**src/rtl/alu_operand_stage.sv**
```systemverilog
// ID/EX pipeline register with MEM/WB operand forwarding and PC/immediate operand select.
// Drives the ALU a/b/control inputs behind a valid/ready handshake so EX can stall decode.
module alu_operand_stage #(
    parameter int XLEN    = 32,
    parameter int REGBITS = 5,
    parameter int CTRLW   = 4
) (
    input  logic               clk,
    input  logic               reset,
    input  logic               id_valid,
    output logic               id_ready,
    input  logic [REGBITS-1:0] id_rs1,
    input  logic [REGBITS-1:0] id_rs2,
    input  logic [REGBITS-1:0] id_rd,
    input  logic [XLEN-1:0]    id_rd1,
    input  logic [XLEN-1:0]    id_rd2,
    input  logic [XLEN-1:0]    id_imm,
    input  logic [XLEN-1:0]    id_pc,
    input  logic [1:0]         id_srca,
    input  logic               id_srcb,
    input  logic [CTRLW-1:0]   id_alucontrol,
    input  logic               id_regwrite,
    input  logic               flush,
    input  logic               mem_regwrite,
    input  logic [REGBITS-1:0] mem_rd,
    input  logic [XLEN-1:0]    mem_result,
    input  logic               wb_regwrite,
    input  logic [REGBITS-1:0] wb_rd,
    input  logic [XLEN-1:0]    wb_result,
    output logic               ex_valid,
    input  logic               ex_ready,
    output logic [XLEN-1:0]    alu_a,
    output logic [XLEN-1:0]    alu_b,
    output logic [CTRLW-1:0]   alu_control,
    output logic [REGBITS-1:0] ex_rd,
    output logic               ex_regwrite,
    output logic [XLEN-1:0]    ex_pc,
    output logic [XLEN-1:0]    ex_imm,
    output logic [XLEN-1:0]    ex_store_data
);

    logic               ex_valid_q, ex_valid_d;
    logic [REGBITS-1:0] rs1_q, rs1_d, rs2_q, rs2_d, rd_q, rd_d;
    logic [XLEN-1:0]    rd1_q, rd1_d, rd2_q, rd2_d;
    logic [XLEN-1:0]    imm_q, imm_d, pc_q, pc_d;
    logic [1:0]         srca_q, srca_d;
    logic               srcb_q, srcb_d;
    logic [CTRLW-1:0]   ctrl_q, ctrl_d;
    logic               regwrite_q, regwrite_d;
    logic [XLEN-1:0]    fwd_rs1_s, fwd_rs2_s;

    // Newest producer wins: MEM over WB over the stored register-file value; x0 never forwards.
    function automatic logic [XLEN-1:0] fwd_value(
        input logic [REGBITS-1:0] rs,
        input logic [XLEN-1:0]    stored,
        input logic               m_we,
        input logic [REGBITS-1:0] m_rd,
        input logic [XLEN-1:0]    m_val,
        input logic               w_we,
        input logic [REGBITS-1:0] w_rd,
        input logic [XLEN-1:0]    w_val
    );
        logic [XLEN-1:0] r;
        if (m_we && (m_rd == rs) && (rs != {REGBITS{1'b0}})) begin
            r = m_val;
        end else if (w_we && (w_rd == rs) && (rs != {REGBITS{1'b0}})) begin
            r = w_val;
        end else begin
            r = stored;
        end
        return r;
    endfunction

    assign id_ready = ~ex_valid_q | ex_ready;

    // Forwarded operands and ALU operand muxes.
    always_comb begin
        fwd_rs1_s = fwd_value(rs1_q, rd1_q, mem_regwrite, mem_rd, mem_result,
                              wb_regwrite, wb_rd, wb_result);
        fwd_rs2_s = fwd_value(rs2_q, rd2_q, mem_regwrite, mem_rd, mem_result,
                              wb_regwrite, wb_rd, wb_result);
        case (srca_q)
            2'b01:   alu_a = pc_q;
            2'b10:   alu_a = {XLEN{1'b0}};
            default: alu_a = fwd_rs1_s;
        endcase
        if (srcb_q) begin
            alu_b = imm_q;
        end else begin
            alu_b = fwd_rs2_s;
        end
    end

    // Next-state: flush kills, accept loads, stall refreshes stored operands from forwarding.
    always_comb begin
        ex_valid_d = ex_valid_q;
        rs1_d      = rs1_q;
        rs2_d      = rs2_q;
        rd_d       = rd_q;
        rd1_d      = rd1_q;
        rd2_d      = rd2_q;
        imm_d      = imm_q;
        pc_d       = pc_q;
        srca_d     = srca_q;
        srcb_d     = srcb_q;
        ctrl_d     = ctrl_q;
        regwrite_d = regwrite_q;
        if (flush) begin
            ex_valid_d = 1'b0;
        end else if (id_ready) begin
            ex_valid_d = id_valid;
            if (id_valid) begin
                rs1_d      = id_rs1;
                rs2_d      = id_rs2;
                rd_d       = id_rd;
                rd1_d      = id_rd1;
                rd2_d      = id_rd2;
                imm_d      = id_imm;
                pc_d       = id_pc;
                srca_d     = id_srca;
                srcb_d     = id_srcb;
                ctrl_d     = id_alucontrol;
                regwrite_d = id_regwrite;
            end else begin
                ex_valid_d = 1'b0;
            end
        end else begin
            rd1_d = fwd_rs1_s;
            rd2_d = fwd_rs2_s;
        end
    end

    // State registers.
    always_ff @(posedge clk or posedge reset) begin
        if (reset) begin
            ex_valid_q <= 1'b0;
            rs1_q      <= {REGBITS{1'b0}};
            rs2_q      <= {REGBITS{1'b0}};
            rd_q       <= {REGBITS{1'b0}};
            rd1_q      <= {XLEN{1'b0}};
            rd2_q      <= {XLEN{1'b0}};
            imm_q      <= {XLEN{1'b0}};
            pc_q       <= {XLEN{1'b0}};
            srca_q     <= 2'b00;
            srcb_q     <= 1'b0;
            ctrl_q     <= {CTRLW{1'b0}};
            regwrite_q <= 1'b0;
        end else begin
            ex_valid_q <= ex_valid_d;
            rs1_q      <= rs1_d;
            rs2_q      <= rs2_d;
            rd_q       <= rd_d;
            rd1_q      <= rd1_d;
            rd2_q      <= rd2_d;
            imm_q      <= imm_d;
            pc_q       <= pc_d;
            srca_q     <= srca_d;
            srcb_q     <= srcb_d;
            ctrl_q     <= ctrl_d;
            regwrite_q <= regwrite_d;
        end
    end

    assign ex_valid      = ex_valid_q;
    assign alu_control   = ctrl_q;
    assign ex_rd         = rd_q;
    assign ex_regwrite   = regwrite_q;
    assign ex_pc         = pc_q;
    assign ex_imm        = imm_q;
    assign ex_store_data = fwd_rs2_s;

endmodule

```
**config.mk**
```make
export PLATFORM = sky130hd
export DESIGN_NAME = alu_operand_stage
export DESIGN_NICKNAME = d
export VERILOG_FILES = /design/src/rtl/alu_operand_stage.sv
export SDC_FILE = /design/constraint.sdc
export NUM_CORES = 1
export LEC_CHECK = 0
export ABC_AREA = 0
export BUFFER_PORTS_ARGS = -buffer_cell sky130_fd_sc_hd__buf_4
export CAP_MARGIN = 5
export CORE_AREA = 2 2 159 161
export CTS_CLUSTER_DIAMETER = 50
export DETAILED_ROUTE_END_ITERATION = 12
export DIE_AREA = 0 0 161 163
export PLACE_DENSITY = 0.71
export REMOVE_ABC_BUFFERS = 1
export SKIP_LAST_GASP = 1
export SYNTH_ARGS = -nofsm -noshare
export SYNTH_HDL_FRONTEND = slang
export SYNTH_SLANG_ARGS = --single-unit
```
**constraint.sdc**
```tcl
create_clock -name clk -period 6.49 [get_ports clk]
set_input_delay 0.649 -clock clk [delete_from_list [all_inputs] [get_ports clk]]
set_output_delay 0.649 -clock clk [all_outputs]
set_load 0.05 [all_outputs]
```
==> results.json <==
{
  "crit_type": "reg -> out",
  "grt_pass1_vias": 9429,
  "dieHeight_um": 163,
  "dp_hpwl_um": 24400,
  "fp.dieW_um": 161,
  "worst_slack_ns": 2.24,
  "drt_iter0_markers": 741,
  "crit_path_max_fanout": 28,
  "r2r_start": "ex_valid",
  "drv_slew": 0,
  "seq_area_frac_synth_pct": 41.6,
  "final_cells": 1648,
  "ys_warn_count": 0,
  "tritoncts": "yes",
  "ff2ff_path_depth": 9,
  "drv_cap": 0,
  "ys_types": 40,
  "numCtsBuffers": 17,
  "finalHoldViolations": 0,
  "synth_flop_cell": "dfrtp_1",
  "grt_use_total_pct": 26.1,
  "leakage_nw": 5.85,
  "pin_count": 404,
  "clkSinkCount": 152,
  "ff_latch_area_um2": 3800,
  "core_um2": 24700,
  "fin_crit_ns": 4.25,
  "cts_root_buf": "clkbuf_16",
  "core.rowCount": 58,
  "syn_area_um2": 9140,
  "wl_per_cell_um": 21.6,
  "multi_input_area_um2": 4810,
  "worstPathArrival_ns": 3.60,
  "power.density_nw_per_um2": 341,
  "cts_hold_buf": 0,
  "grt_max_degree": 86,
  "dr.pass1.iters": 5,
  "worstSetupStartpointType": "register",
  "pre_cts_slack_ns": 2.54,
  "run_status": "finished, final reports clean",
  "ctsResizeCount": 0,
  "synth_edf_count": 0,
  "initial_core_util_pct": 37.1,
  "rsz0062_at_grt": "false",
  "via_per_inst": 5.71,
  "clockBufferDepth": 2,
  "path_clk_slew_ns": 0.07,
  "antenna_found_initial": 0,
  "insertion_delay_ns": 0.43,
  "worstPathRequired_ns": 5.84,
  "maxSlewHeadroom_pct": 26.3,
  "synthToLayoutAreaGrowth_pct": 42.3,
  "syn_inst": 959,
  "n_antenna_cell": 0,
  "design_area_um2": 13000,
  "r2r_slack_ns": 3.16,
  "drive_above_1_share_pct": 44.8,
  "synth.ff_latch_count": 152,
  "vdd_drop_max_v": 0.000157,
  "ant_nets": 0,
  "n_fill_cell": 2285,
  "dpl-instance-area_um2": 12400,
  "totalWireLength_um": 35600,
  "max_freq_mhz": 235,
  "vias": 9405,
  "gp_congestion": 0.852,
  "nNetsFinal": 1538,
  "end_kind": "primary output",
  "fin_crit_sh_pct": 65.5,
  "setup_violations": 0,
  "syn-mean-instance-area_um2": 9.53,
  "cts.htree.levels": 4,
  "cts_setup_buffers": 0,
  "ys_async_sr_fraction_pct": 100,
  "r2r-end": "rd1_q[6]",
  "worstMarginPinSlew_ns": 1.10,
  "finClkSkew_ns": 0.0225,
  "hp-class": "in -> async",
  "grt_overflow": 0,
  "numPortBuffers": 403,
  "drc_errors": 0,
  "placedCellCount": 1616,
  "setup-tns-final_ns": 0,
  "grt_pass1_wl_um": 53600,
  "die-area_um2": 26200
}
[registers in the layout, indices dropped and copies added, names as in the netlist]
| signal | flops |
|---|---|
| ex_valid | 1 |
| ex_pc | 32 |
| ex_regwrite | 1 |
| ex_imm | 32 |
| srcb_q | 1 |
| rs1_q | 5 |
| rd2_q | 32 |
| rd1_q | 32 |
| ex_rd | 5 |
| srca_q | 2 |
| rs2_q | 5 |
| alu_control | 4 |
[routing by layer]
metal / GRT usage [%] / share of wire [%]
met5: 0 / 0
met1: 33.0 / 40
met2: 43.5 / 49
met4: 9.21 / 2.5
met3: 6.39 / 8.6
[kinds of logic after synthesis]
family	count (synthesis)	synth area share, %
buf+inv	158	6.81
compound gates	297	22.4
simple gates	216	13.4
flops	152	41.6
xor+xnor	18	1.72
mux	117	14.0
fa+ha+maj	1	0.137
[area by class of cell]
| type | instances | share of cell area [%] |
|---|---|---|
| clock buffers | 20 | 3.36 |
| clock inverters | 12 | 1.10 |
| inverters | 65 | 1.92 |
| multi-input cells | 649 | 37.0 |
| flip-flops and latches | 152 | 29.2 |
| well taps | 330 | 3.17 |
| repair buffers | 420 | 24.2 |
[layout by cell type (no fill, tap or decap), types with 3 or more instances in the layout]
master	count
mux2_2	79
o21ai_1	86
a32oi_1	32
and4_1	26
a31oi_1	64
clkbuf_16	17
dfrtp_1	151
o21ai_4	3
inv_2	12
o31ai_1	12
clkbuf_1	3
a21oi_1	32
inv_6	4
a211oi_2	4
nor2_1	45
xor2_1	8
inv_1	51
o211ai_1	33
mux2i_1	32
mux2_1	6
clkinvlp_4	6
and3_1	33
buf_4	420
o31ai_2	26
nand3_1	33
nand3b_1	26
xnor2_1	10
nand2_1	39
[per-stage QoR]
stage               utilization, %  power [W]  hold slack, ns
global route                  52.7    0.00462           0.424
detailed placement            50.4    0.00343           0.494
floorplan                        -    0.00266           0.475
CTS                           52.7    0.00445           0.412
finish                        52.7    0.00444           0.337
global placement              50.4    0.00340           0.486
[worst max-delay path: stages, from the launching register on]
cell	delay, ns
dfrtp_1	0.44
nor4_2	0.57
a211oi_4	0.11
buf_4	0.29
and2_2	0.41
buf_4	0.31
o31ai_2	0.67
o21ai_1	0.12
buf_4	0.22
[how the worst max path moves through the flow]
stage               cells after the start   endpoint  slack, ns  startpoint
global route                            8  alu_b[12]       2.14    rs2_q[0]
global placement                        9  alu_b[12]       2.58   mem_rd[4]
finish                                  8  alu_b[12]       2.24    rs2_q[0]
floorplan                               5  alu_b[25]       1.46    wb_rd[1]
detailed placement                      9  alu_b[12]       2.54   mem_rd[4]
CTS                                     8  alu_b[12]       2.22    rs2_q[0]
[synth_stat cells (all sizes together) (8+ instances only)]
cell type,n,area (µm²)
nand2,39,146
dfrtp,152,3800
buf,15,85.1
o211ai,33,248
xor2,8,70.1
nor2,47,176
a21oi,32,160
and4,26,228
a31oi,64,400
clkbuf,78,294
o31ai,38,415
nand3,33,165
nand3b,26,195
a211oi,8,90.1
and3,33,206
xnor2,10,87.6
inv,65,244
mux2i,32,320
a32oi,32,280
o21ai,89,445
mux2,85,957
[where the power goes]
| group | internal (W) | switching, W | total, W |
|---|---|---|---|
| Combinational | 0.000684 | 0.00150 | 0.00218 |
| Clock | 0.000574 | 0.000451 | 0.00103 |
| Sequential | 0.00111 | 0.000126 | 0.00124 |
(Power assumes the default switching activity.)
